File: src/rtl/handshake_fifo_buffer.sv
// Elastic FIFO stage that registers both valid and ready for the dataflow handshake fabric.
// Define HANDSHAKE_FIFO_BUFFER_WATERMARK_EN to add the max_occ high-water-mark output.
module handshake_fifo_buffer #(
    parameter int DATA_WIDTH = 32,
    parameter int DEPTH      = 4
) (
    input  logic                  clk,
    input  logic                  rst,
    input  logic [DATA_WIDTH-1:0] ins,
    input  logic                  ins_valid,
    output logic                  ins_ready,
    output logic [DATA_WIDTH-1:0] outs,
    output logic                  outs_valid,
    input  logic                  outs_ready
`ifdef HANDSHAKE_FIFO_BUFFER_WATERMARK_EN
    ,
    output logic [$clog2(DEPTH+1)-1:0] max_occ
`endif
);

    localparam int PTR_W = $clog2(DEPTH);
    localparam int CNT_W = $clog2(DEPTH+1);

    logic [DATA_WIDTH-1:0] mem [DEPTH];
    logic [PTR_W-1:0]      wptr, rptr;
    logic [CNT_W-1:0]      cnt, cnt_nxt;
    logic                  push, pop;

    // Explicit wrap so non-power-of-two depths work.
    function automatic logic [PTR_W-1:0] adv(input logic [PTR_W-1:0] p);
        return (p == PTR_W'(DEPTH-1)) ? '0 : p + PTR_W'(1);
    endfunction

    // Both handshake outputs come from registered state only.
    assign ins_ready  = (cnt != CNT_W'(DEPTH));
    assign outs_valid = (cnt != '0);
    assign outs       = mem[rptr];

    assign push = ins_valid && ins_ready;
    assign pop  = outs_valid && outs_ready;

    always_comb begin
        cnt_nxt = cnt;
        if (push && !pop)
            cnt_nxt = cnt + CNT_W'(1);
        else if (!push && pop)
            cnt_nxt = cnt - CNT_W'(1);
    end

    always_ff @(posedge clk) begin
        if (!rst) begin
            cnt  <= '0;
            wptr <= '0;
            rptr <= '0;
        end else begin
            cnt <= cnt_nxt;
            if (push)
                wptr <= adv(wptr);
            if (pop)
                rptr <= adv(rptr);
        end
    end

    always_ff @(posedge clk) begin
        if (rst && push)
            mem[wptr] <= ins;
    end

`ifdef HANDSHAKE_FIFO_BUFFER_WATERMARK_EN
    always_ff @(posedge clk) begin
        if (!rst)
            max_occ <= '0;
        else if (cnt_nxt > max_occ)
            max_occ <= cnt_nxt;
    end
`endif

endmodule

File: config.mk
export PLATFORM = sky130hd
export DESIGN_NAME = handshake_fifo_buffer
export DESIGN_NICKNAME = d
export VERILOG_FILES = /design/src/rtl/handshake_fifo_buffer.sv
export SDC_FILE = /design/constraint.sdc
export NUM_CORES = 1
export LEC_CHECK = 0
export CAP_MARGIN = 20
export CORE_UTILIZATION = 58
export CTS_CLUSTER_SIZE = 14
export DETAILED_ROUTE_END_ITERATION = 6
export HOLD_SLACK_MARGIN = 0.03
export PLACE_DENSITY_LB_ADDON = 0.05
export RECOVER_POWER = 25
export SYNTH_ARGS = -nofsm -noshare
export SYNTH_HDL_FRONTEND = slang
export SYNTH_SLANG_ARGS = --single-unit
File: constraint.sdc
create_clock -name clk -period 4.1 [get_ports clk]
set_clock_uncertainty 0.05 [all_clocks]
set_input_delay 0.82 -clock clk [delete_from_list [all_inputs] [get_ports clk]]
set_output_delay 0.82 -clock clk [all_outputs]
set_load 0.01 [all_outputs]
-- Word-level counts from Yosys, hierarchy flattened
Memory sizes are Yosys's and may differ from the RTL's. A register that Yosys moved wholly into a read port is not among the register bits.
Cells that the tools add are included.
- multiplexer cells: 8
- reduce and logical (&&, ||, !) cells: 9
- equal/unequal tests: 3
- $add $sub $neg: 4
- operators by type and width (kind ; count):
    $mux 2 ; 4
    $mux 3 ; 2
    $logic_and 1x1->1 ; 5
    $add 2x1->2 const B ; 2
    $eq 2x2->1 const B ; 2
    $add 3x1->3 const B ; 1
    $ne 3x3->1 const B ; 1
    $reduce_bool 3->1 ; 1
    $sub 3x1->3 const B ; 1
    $logic_not 1->1 ; 2
    $mux 1 ; 2
    $reduce_bool 2->1 ; 1
- memories: 1
- output and inout port bits: 34
- bits in registers: 7
- bits of input ports: 36
- word-level logic and storage cells: 28
- memory bits (writable): 128
- memory list (name ; words ; bits a word ; read ports ; clocked after memory_dff ; wr ports ; RTL line ; source):
    mem ; 4 ; 32 ; 1 ; 1 ; 1 ; 24 ; logic [DATA_WIDTH-1:0] mem [DEPTH];

-- Longest topological paths before layout
Gate-level depths: netlist of run 1.
- depth after elaboration: 6
- gate-level depth with buffers: 9
- depth with buffers taken out: 8

-- Least setup slack after synthesis of run 1
No wires, ideal clock.
- kind: input -> register
- start: in ins_valid
- end: reg cnt[2]
- buffers on the path: 1
- setup slack: 1654 ps
- stages: 8
- data required time: 3974 ps
- setup time: 76 ps
- data arrival time: 2320 ps
- cell sequence: and2_4 > buf_6 > ha_1 > inv_1 > fa_1 > xor2_1 > or3_2 > a21boi_0
- cells in the longest elaborated chain, start to end: 4
- elaborated cells between the ends (all ways): 6
- those cells by class: mux: 1; reduce/logical: 5
- ends and longest elaborated chain (what ; RTL line ; source):
    start, declared ; 10 ; input logic ins_valid,
    $logic_and 1x1->1 * ; 39 ; assign push = ins_valid && ins_ready;
    named net push ; 27 ; logic push, pop;
    $logic_not 1->1 ; 46 ; else if (!push && pop)
    $logic_and 1x1->1 ; 46 ;
    $reduce_bool 2->1 (no source line) ; n/a ;
    end signal, assigned ; 56 ; cnt <= cnt_nxt;
    end, declared ; 26 ; logic [CNT_W-1:0] cnt, cnt_nxt;
The timed path passes the listed nets; every way through them passes the cells marked *.
A chain may end at the register's enable or synchronous reset.

==> qor.csv, run 1 <==
stage;metric;value;unit
status;outcome;finished, final reports clean;
grt;globalRouteOverflowTotal;0;
grt;met2_usage;34.82;%
logic_synthesis;ys_seq_area_share;79.04;%
power_and_ir_drop;p_seq_share;43.1;%
power_and_ir_drop;power_leakage;2.124;nW
logic_synthesis;synth_compound_area_share;0.7373;%
power_and_ir_drop;comb_power_share;18.3;%
floorplan;core;8341;um^2
floorplan;io-pin-count;70;
timing;timing.final.hold_violations;0;
clock_network;ctsLongestPathBuffers;2;
critical_path;worstPathCellList;buf_4, mux4_2, clkdlybuf4s50_1;
timing;setup_viol;0;
logic_synthesis;synth_cell_types;28;
timing;period_needed;3.497;ns
logic_synthesis;synth_fa_ha_area_share;1.868;%
cells_and_area;fillCellCount;465;
clock_network;cts_buffers;17;
floorplan;num_rows;33;
clock_network;clk_pin_slew_worst_paths;0.06;ns
timing;clock.fmax;285.9;MHz
floorplan;start_util;61.04;%
critical_path;cp.required;3.23;ns
route;wl_per_cell;20.81;um
cells_and_area;layout-drive-gt1-share;24.12;%
logic_synthesis;synth_top_family_by_area;multiplexers;
min_path;min_to;wptr[1];
grt;grt_util_met1;26.56;%
logic_synthesis;yosys.area_share.simple;2.212;%
timing;rsz0062_at_grt;false;
route;ant_nets;0;
floorplan;die-area;9157;um^2
timing;maxSlewViolCount;0;
critical_path;worst-setup-path-type;reg -> out;
logic_synthesis;synthMuxAreaShare;14.55;%
clock_network;cts.repair.resized;0;
logic_synthesis;synth_cells;217;
clock_network;cts_tree;done;
logic_synthesis;synthTopCellsByCount;128 x edfxtp_1, 32 x mux4_2, 9 x dfxtp_1, 6 x ha_1, 5 x nand2_1;
min_path;whs_path_depth;2;
logic_synthesis;synth-edff-count;128;
route;viasPerCell;5.774;
critical_path;cp-start-kind;flop;
critical_path;r2r_end;cnt[2];
critical_path;cpMaxStageDelayCell;dfxtp_2;
power_and_ir_drop;vdd_drop_max;0.3923;mV
timing;maxSlewHeadroom;42.03;%
critical_path;cp.arrival;2.63;ns
clock_network;clk_latency;0.50;ns
route;vias;2402;
power_and_ir_drop;clkPwrFrac;38.7;%
place;dp.cells;384;
logic_synthesis;netlist.area_leader.share;75.50;%
power_and_ir_drop;power;4.013;mW
power_and_ir_drop;p_int;3.072;mW
logic_synthesis;synth.cell_area;5091;um^2
logic_synthesis;synth_top_cell_by_area;edfxtp_1;
grt;grt.busiest_layer;met2;
logic_synthesis;synthXorXnorAreaFrac;0.3441;%
clock_network;root_buffer;clkbuf_8;
grt;use_met3;7.109;%
clock_network;cts_sinks;137;
floorplan;fp.dieW;95.69;um
logic_synthesis;synth_area_leaders;edfxtp_1 75%, mux4_2 14%, dfxtp_1 3.5%;
place;gp_congestion;0.6782;
place;io_buffer_count;69;
critical_path;slowest_delay;0.73;ns
clock_network;htreeDepth;4;
timing;worst_pin_slew;0.8695;ns
logic_synthesis;syn_nets;260;
grt;antenna_found_initial;0;
cells_and_area;finalNonFillerCells;416;
critical_path;cp_max_fo;17;
grt;grt_pass1_vias;2526;
clock_network;cts_hold_buf;0;
min_path;hp-start;wptr[1];
critical_path;r2r_slack;1.59;ns
cells_and_area;antennaDiodeCount;0;
min_path;hold_class;reg -> reg;
route;wl;8655;um
logic_synthesis;async_reset_ff_share;0;%
power_and_ir_drop;powerDensity;617.7;nW/um^2
timing;tns;0;ns
logic_synthesis;synth-seq-cells;137;
logic_synthesis;synth_warnings;0;
logic_synthesis;avgSynthCellArea;23.46;um^2
logic_synthesis;yosysMostFrequentCell;edfxtp_1;
cells_and_area;syn_to_final_growth;27.60;%
critical_path;reg2reg_from;cnt[0];
route;dr.pass1.iters;4;
route;drc;0;
grt;track_usage;21.24;%
critical_path;worstRegToRegCells;7;
logic_synthesis;synth_ff_type;edfxtp_1;
cells_and_area;nNetsFinal;341;
grt;grt_max_degree;33;
route;drt_iter0_drc;136;
flow_run;maxCapViolations;0;
grt;grt_pass1_wl;13070;um
floorplan;die_h;95.69;um
timing;whs;0.4507;ns
clock_network;cts_setup_buffers;0;
power_and_ir_drop;p_sw;941.3;uW
timing;period_share;85.30;%
place;dp_hpwl;4913;um
critical_path;crit_path_end_kind;output port;
power_and_ir_drop;switching_share;23.46;%
## layout make-up
cell class / instances / area [um^2] / share of cell area (%)
Tap cell: 105 / 131.4 / 2.022
Clock buffer: 18 / 417.9 / 6.433
Inverter: 3 / 11.26 / 0.1733
Timing Repair Buffer: 71 / 705.7 / 10.86
Sequential cell: 137 / 4026 / 61.98
Clock inverter: 14 / 195.2 / 3.005
Multi-Input combinational cell: 68 / 1008 / 15.52
## registers in the layout, summed over array words and instances (netlist names), named ones only
register,flops
cnt,3
mem,128
wptr,2
rptr,2
## per-layer routing
metal  wire length [um]  part of all wire (%)  vias to the layer above
li1                   -                     -                     1068
met1               3612                    42                     1256
met2               4587                    53                       73
met3                392                   4.5                        5
met4                 63                  0.73                        0
met5                  0                     0                        -
## power by group through the flow
stage          Sequential, mW  Combinational [mW]  Clock, mW
4_1_cts                  1.73               0.747       1.57
3_5_place_dp             1.76               0.740          0
2_1_floorplan            1.69               0.463          0
5_1_grt                  1.75               0.791       1.64
3_3_place_gp             1.75               0.724          0
6_report                 1.73               0.732       1.55
## worst max path at each step
stage | endpoint | depth (start not counted) | from | slack [ns]
2_1_floorplan | cnt[2] | 8 | ins_valid | 1.65
3_3_place_gp | outs[8] | 3 | flop | 1.11
3_5_place_dp | outs[8] | 3 | flop | 1.07
4_1_cts | outs[8] | 3 | flop | 0.52
5_1_grt | outs[7] | 3 | flop | 0.42
6_report | outs[8] | 3 | flop | 0.60
## placed cells by master, fill, tap and decap left out
cell,synthesis,routed
nand4_1,1,1
clkinv_2,0,2
or3_2,2,2
dfxtp_2,0,2
buf_4,3,2
nand3_1,1,1
clkinv_4,0,1
a21boi_0,2,2
o21ai_1,1,1
nor2_1,1,1
edfxtp_1,128,128
and2_1,1,1
ha_1,6,6
dfxtp_1,9,7
or3_1,1,1
clkbuf_16,0,16
inv_6,0,3
inv_1,3,3
o31ai_1,1,1
mux2i_1,2,2
xnor2_1,1,1
mux4_2,32,32
clkdlybuf4s50_1,0,47
clkbuf_8,0,1
clkbuf_1,2,1
fa_1,1,1
o21ai_0,2,2
xor2_1,1,1
nand2_1,5,5
nor2b_1,1,1
dlygate4sd3_1,0,22
and3_2,0,4
and2_4,1,1
or3b_4,1,1
bufinv_16,0,4
clkinvlp_4,0,4
## critical path, delay by kind of cell, from the launching register on
kind	cells	cell delay, ns
mux	1	0.54
flops	1	0.73
buf+inv	2	0.85
## kinds of logic (layout without fill, tap and decap cells)
group | Yosys count | count (layout)
XOR/XNOR | 2 | 2
multiplexers | 34 | 34
AND/OR/NAND/NOR | 19 | 19
buffers and inverters | 12 | 106
AO/OA/AOI/OAI | 6 | 6
flip-flops | 137 | 137
adder cells (fa/ha/maj) | 7 | 7
## metrics by stage
| step | setup WS [ns] | utilization [%] | instance area (um^2) |
|---|---|---|---|
| after global routing | 0.4175 | 77.89 | 6496 |
| after CTS | 0.5169 | 77.89 | 6496 |
| after floorplan | 1.654 | - | 5091 |
| final | 0.6028 | 77.89 | 6496 |
| after detailed placement | 1.068 | 70.54 | 5883 |
| after global placement | 1.107 | 70.54 | 5883 |
Power figures use the tool's default switching activity.
==> inputs of run 2 (changes only) <==
--- a/config.mk
+++ b/config.mk
@@ -6,7 +6,9 @@
 export NUM_CORES = 1
 export LEC_CHECK = 0
 export CAP_MARGIN = 20
-export CORE_UTILIZATION = 58
+export CELL_PAD_IN_SITES_DETAIL_PLACEMENT = 1
+export CELL_PAD_IN_SITES_GLOBAL_PLACEMENT = 1
+export CORE_UTILIZATION = 51
 export CTS_CLUSTER_SIZE = 14
 export DETAILED_ROUTE_END_ITERATION = 6
 export HOLD_SLACK_MARGIN = 0.03
==> qor.csv, run 2 (same netlist as run 1, synthesis figures left out) <==
stage;metric;value;unit;change
critical_path;cp-start-kind;flop;;unchanged
timing;worst_pin_slew;0.8881;ns;was 0.8695 ns
cells_and_area;fillCellCount;809;;was 465
power_and_ir_drop;vdd_drop_max;0.3290;mV;was 0.3923 mV
grt;antenna_found_initial;0;;unchanged
grt;grt_max_degree;33;;unchanged
critical_path;cp.required;3.23;ns;about the same
critical_path;slowest_delay;0.59;ns;was 0.73 ns
route;vias;2428;;was 2402
critical_path;cpMaxStageDelayCell;mux4_2;;was dfxtp_2
cells_and_area;layout-drive-gt1-share;21.75;%;was 24.12%
timing;setup_viol;0;;unchanged
critical_path;r2r_end;cnt[2];;unchanged
floorplan;fp.dieW;101.9;um;was 95.69 um
critical_path;worstRegToRegCells;7;;unchanged
route;viasPerCell;5.506;;was 5.774
cells_and_area;top_regs;mem (128), cnt (3);;unchanged
critical_path;worst-setup-path-type;reg -> out;;unchanged
critical_path;reg2reg_from;cnt[0];;unchanged
floorplan;die-area;10390;um^2;was 9157 um^2
critical_path;r2r_slack;1.59;ns;about the same
floorplan;io-pin-count;70;;unchanged
critical_path;critPathBufInv;2;;unchanged
critical_path;critical_path.top_delay_family;buffers and inverters;;unchanged
min_path;min_to;wptr[1];;unchanged
timing;tns;0;ns;unchanged
route;dr.pass1.iters;4;;unchanged
min_path;hold_class;reg -> reg;;unchanged
grt;track_usage;20.89;%;was 21.24%
grt;globalRouteOverflowTotal;0;;unchanged
timing;setup_ws;0.6883;ns;was 0.6028 ns
clock_network;cts_buffers;17;;unchanged
min_path;hp-start;wptr[1];;unchanged
critical_path;cp_max_fo;30;;was 17
floorplan;die_h;101.9;um;was 95.69 um
power_and_ir_drop;power_leakage;2.107;nW;was 2.124 nW
cells_and_area;syn_to_final_growth;27.45;%;was 27.60%
floorplan;num_rows;36;;was 33
clock_network;cts.repair.resized;0;;unchanged
clock_network;cts_tree;done;;unchanged
cells_and_area;antennaDiodeCount;0;;unchanged
clock_network;clk_pin_slew_worst_paths;0.06;ns;about the same
place;io_buffer_count;69;;unchanged
clock_network;clk_latency;0.52;ns;was 0.50 ns
timing;timing.final.hold_violations;0;;unchanged
timing;clock.fmax;293.1;MHz;was 285.9 MHz
cells_and_area;finalNonFillerCells;441;;was 416
clock_network;ctsLongestPathBuffers;2;;unchanged
flow_run;maxCapViolations;0;;unchanged
place;dp_hpwl;5506;um;was 4913 um
power_and_ir_drop;powerDensity;615.1;nW/um^2;was 617.7 nW/um^2
clock_network;cts_setup_buffers;0;;unchanged
clock_network;root_buffer;clkbuf_8;;unchanged
grt;grt_pass1_wl;14910;um;was 13070 um
timing;maxSlewHeadroom;40.79;%;was 42.03%
route;ant_nets;0;;unchanged
floorplan;start_util;52.33;%;was 61.04%
place;dp.cells;411;;was 384
critical_path;worstPathCellList;buf_4, mux4_2, clkdlybuf4s50_1;;unchanged
min_path;whs_path_depth;2;;unchanged
clock_network;cts_sinks;137;;unchanged
cells_and_area;final_cell_mix;128 x edfxtp_1, 48 x clkdlybuf4s50_1, 32 x mux4_2, 21 x dlygate4sd3_1, 16 x clkbuf_16;;was 128 x edfxtp_1, 47 x clkdlybuf4s50_1, 32 x mux4_2, 22 x dlygate4sd3_1, 16 x clkbuf_16
route;drc;0;;unchanged
route;drt_iter0_drc;88;;was 136
clock_network;cts_hold_buf;0;;unchanged
cells_and_area;final_util;66.69;%;was 77.89%
critical_path;cp.arrival;2.54;ns;was 2.63 ns
cells_and_area;regMostFlops;mem;;unchanged
timing;maxSlewViolCount;0;;unchanged
timing;rsz0062_at_grt;false;;unchanged
cells_and_area;nNetsFinal;340;;was 341
floorplan;core;9729;um^2;was 8341 um^2
clock_network;htreeDepth;4;;unchanged
timing;period_share;83.21;%;was 85.30%
timing;period_needed;3.412;ns;was 3.497 ns
cells_and_area;largest_reg_flops;128;;unchanged
route;wl_per_cell;22.26;um;was 20.81 um
grt;grt_pass1_vias;2753;;was 2526
route;wl;9815;um;was 8655 um
place;gp_congestion;0.6629;;was 0.6782
status;outcome;finished, final reports clean;;unchanged
cells_and_area;mostFrequentLayoutCell;edfxtp_1;;unchanged
critical_path;crit_path_end_kind;output port;;unchanged
place;dp_slack;1.087;ns;was 1.068 ns
==> run 2: changes by cell type in the layout (fill, tap and decap cells not counted), sizes merged, moves of 2 or more <==
cell	delta
clkinvlp	-3
inv	-3
clkbuf	+2
clkinv	+2
==> run 2: area by class of cell <==
type | instances | area, um^2 | area share (%)
Clock inverter | 10 | 152.6 | 2.352
Tap cell | 133 | 166.4 | 2.565
Clock buffer | 20 | 425.4 | 6.556
Inverter | 3 | 11.26 | 0.1735
Sequential cell | 137 | 4026 | 62.05
Multi-Input combinational cell | 68 | 1008 | 15.54
Timing Repair Buffer | 70 | 698.2 | 10.76
==> run 2: how the worst max path moves through the flow <==
stage,slack [ns],depth (start not counted),endpoint
final,0.69,3,outs[21]
after detailed placement,1.09,8,cnt[2]
after floorplan,1.65,8,cnt[2]
after global placement,1.18,8,cnt[2]
after CTS,0.61,3,outs[21]
after global routing,0.53,3,outs[4]
==> run 2: metrics by stage <==
stage	cell area [um^2]	hold slack [ns]	total power, mW
6_report	6489	0.4609	3.991
5_1_grt	6489	0.4933	4.132
4_1_cts	6489	0.4701	4.035
3_5_place_dp	5911	0.4613	2.510
3_3_place_gp	5911	0.4443	2.490
2_1_floorplan	5091	0.4177	2.158
==> run 2: worst register-to-register path, cell delays in order, from the launching register on <==
cell and delay [ns]:
dfxtp_1 0.39, o31ai_1 0.54, ha_1 0.29, inv_1 0.06, fa_1 0.37, xor2_1 0.18, or3_2 0.40, a21boi_0 0.16
==> run 2: report_power, final <==
part	switching (mW)	internal [mW]
Combinational	0.330	0.442
Sequential	0.0727	1.64
Clock	0.537	0.974
Total	0.940	3.05
==> run 2: per-layer routing <==
metal  global-route usage, %  wire length (um)  vias to the layer above
met5                       0                 0                        -
met4                   9.780               166                        0
met3                   6.293               367                       16
met2                   34.36              5080                       69
met1                   25.68              4201                     1274
li1                        -                 -                     1069
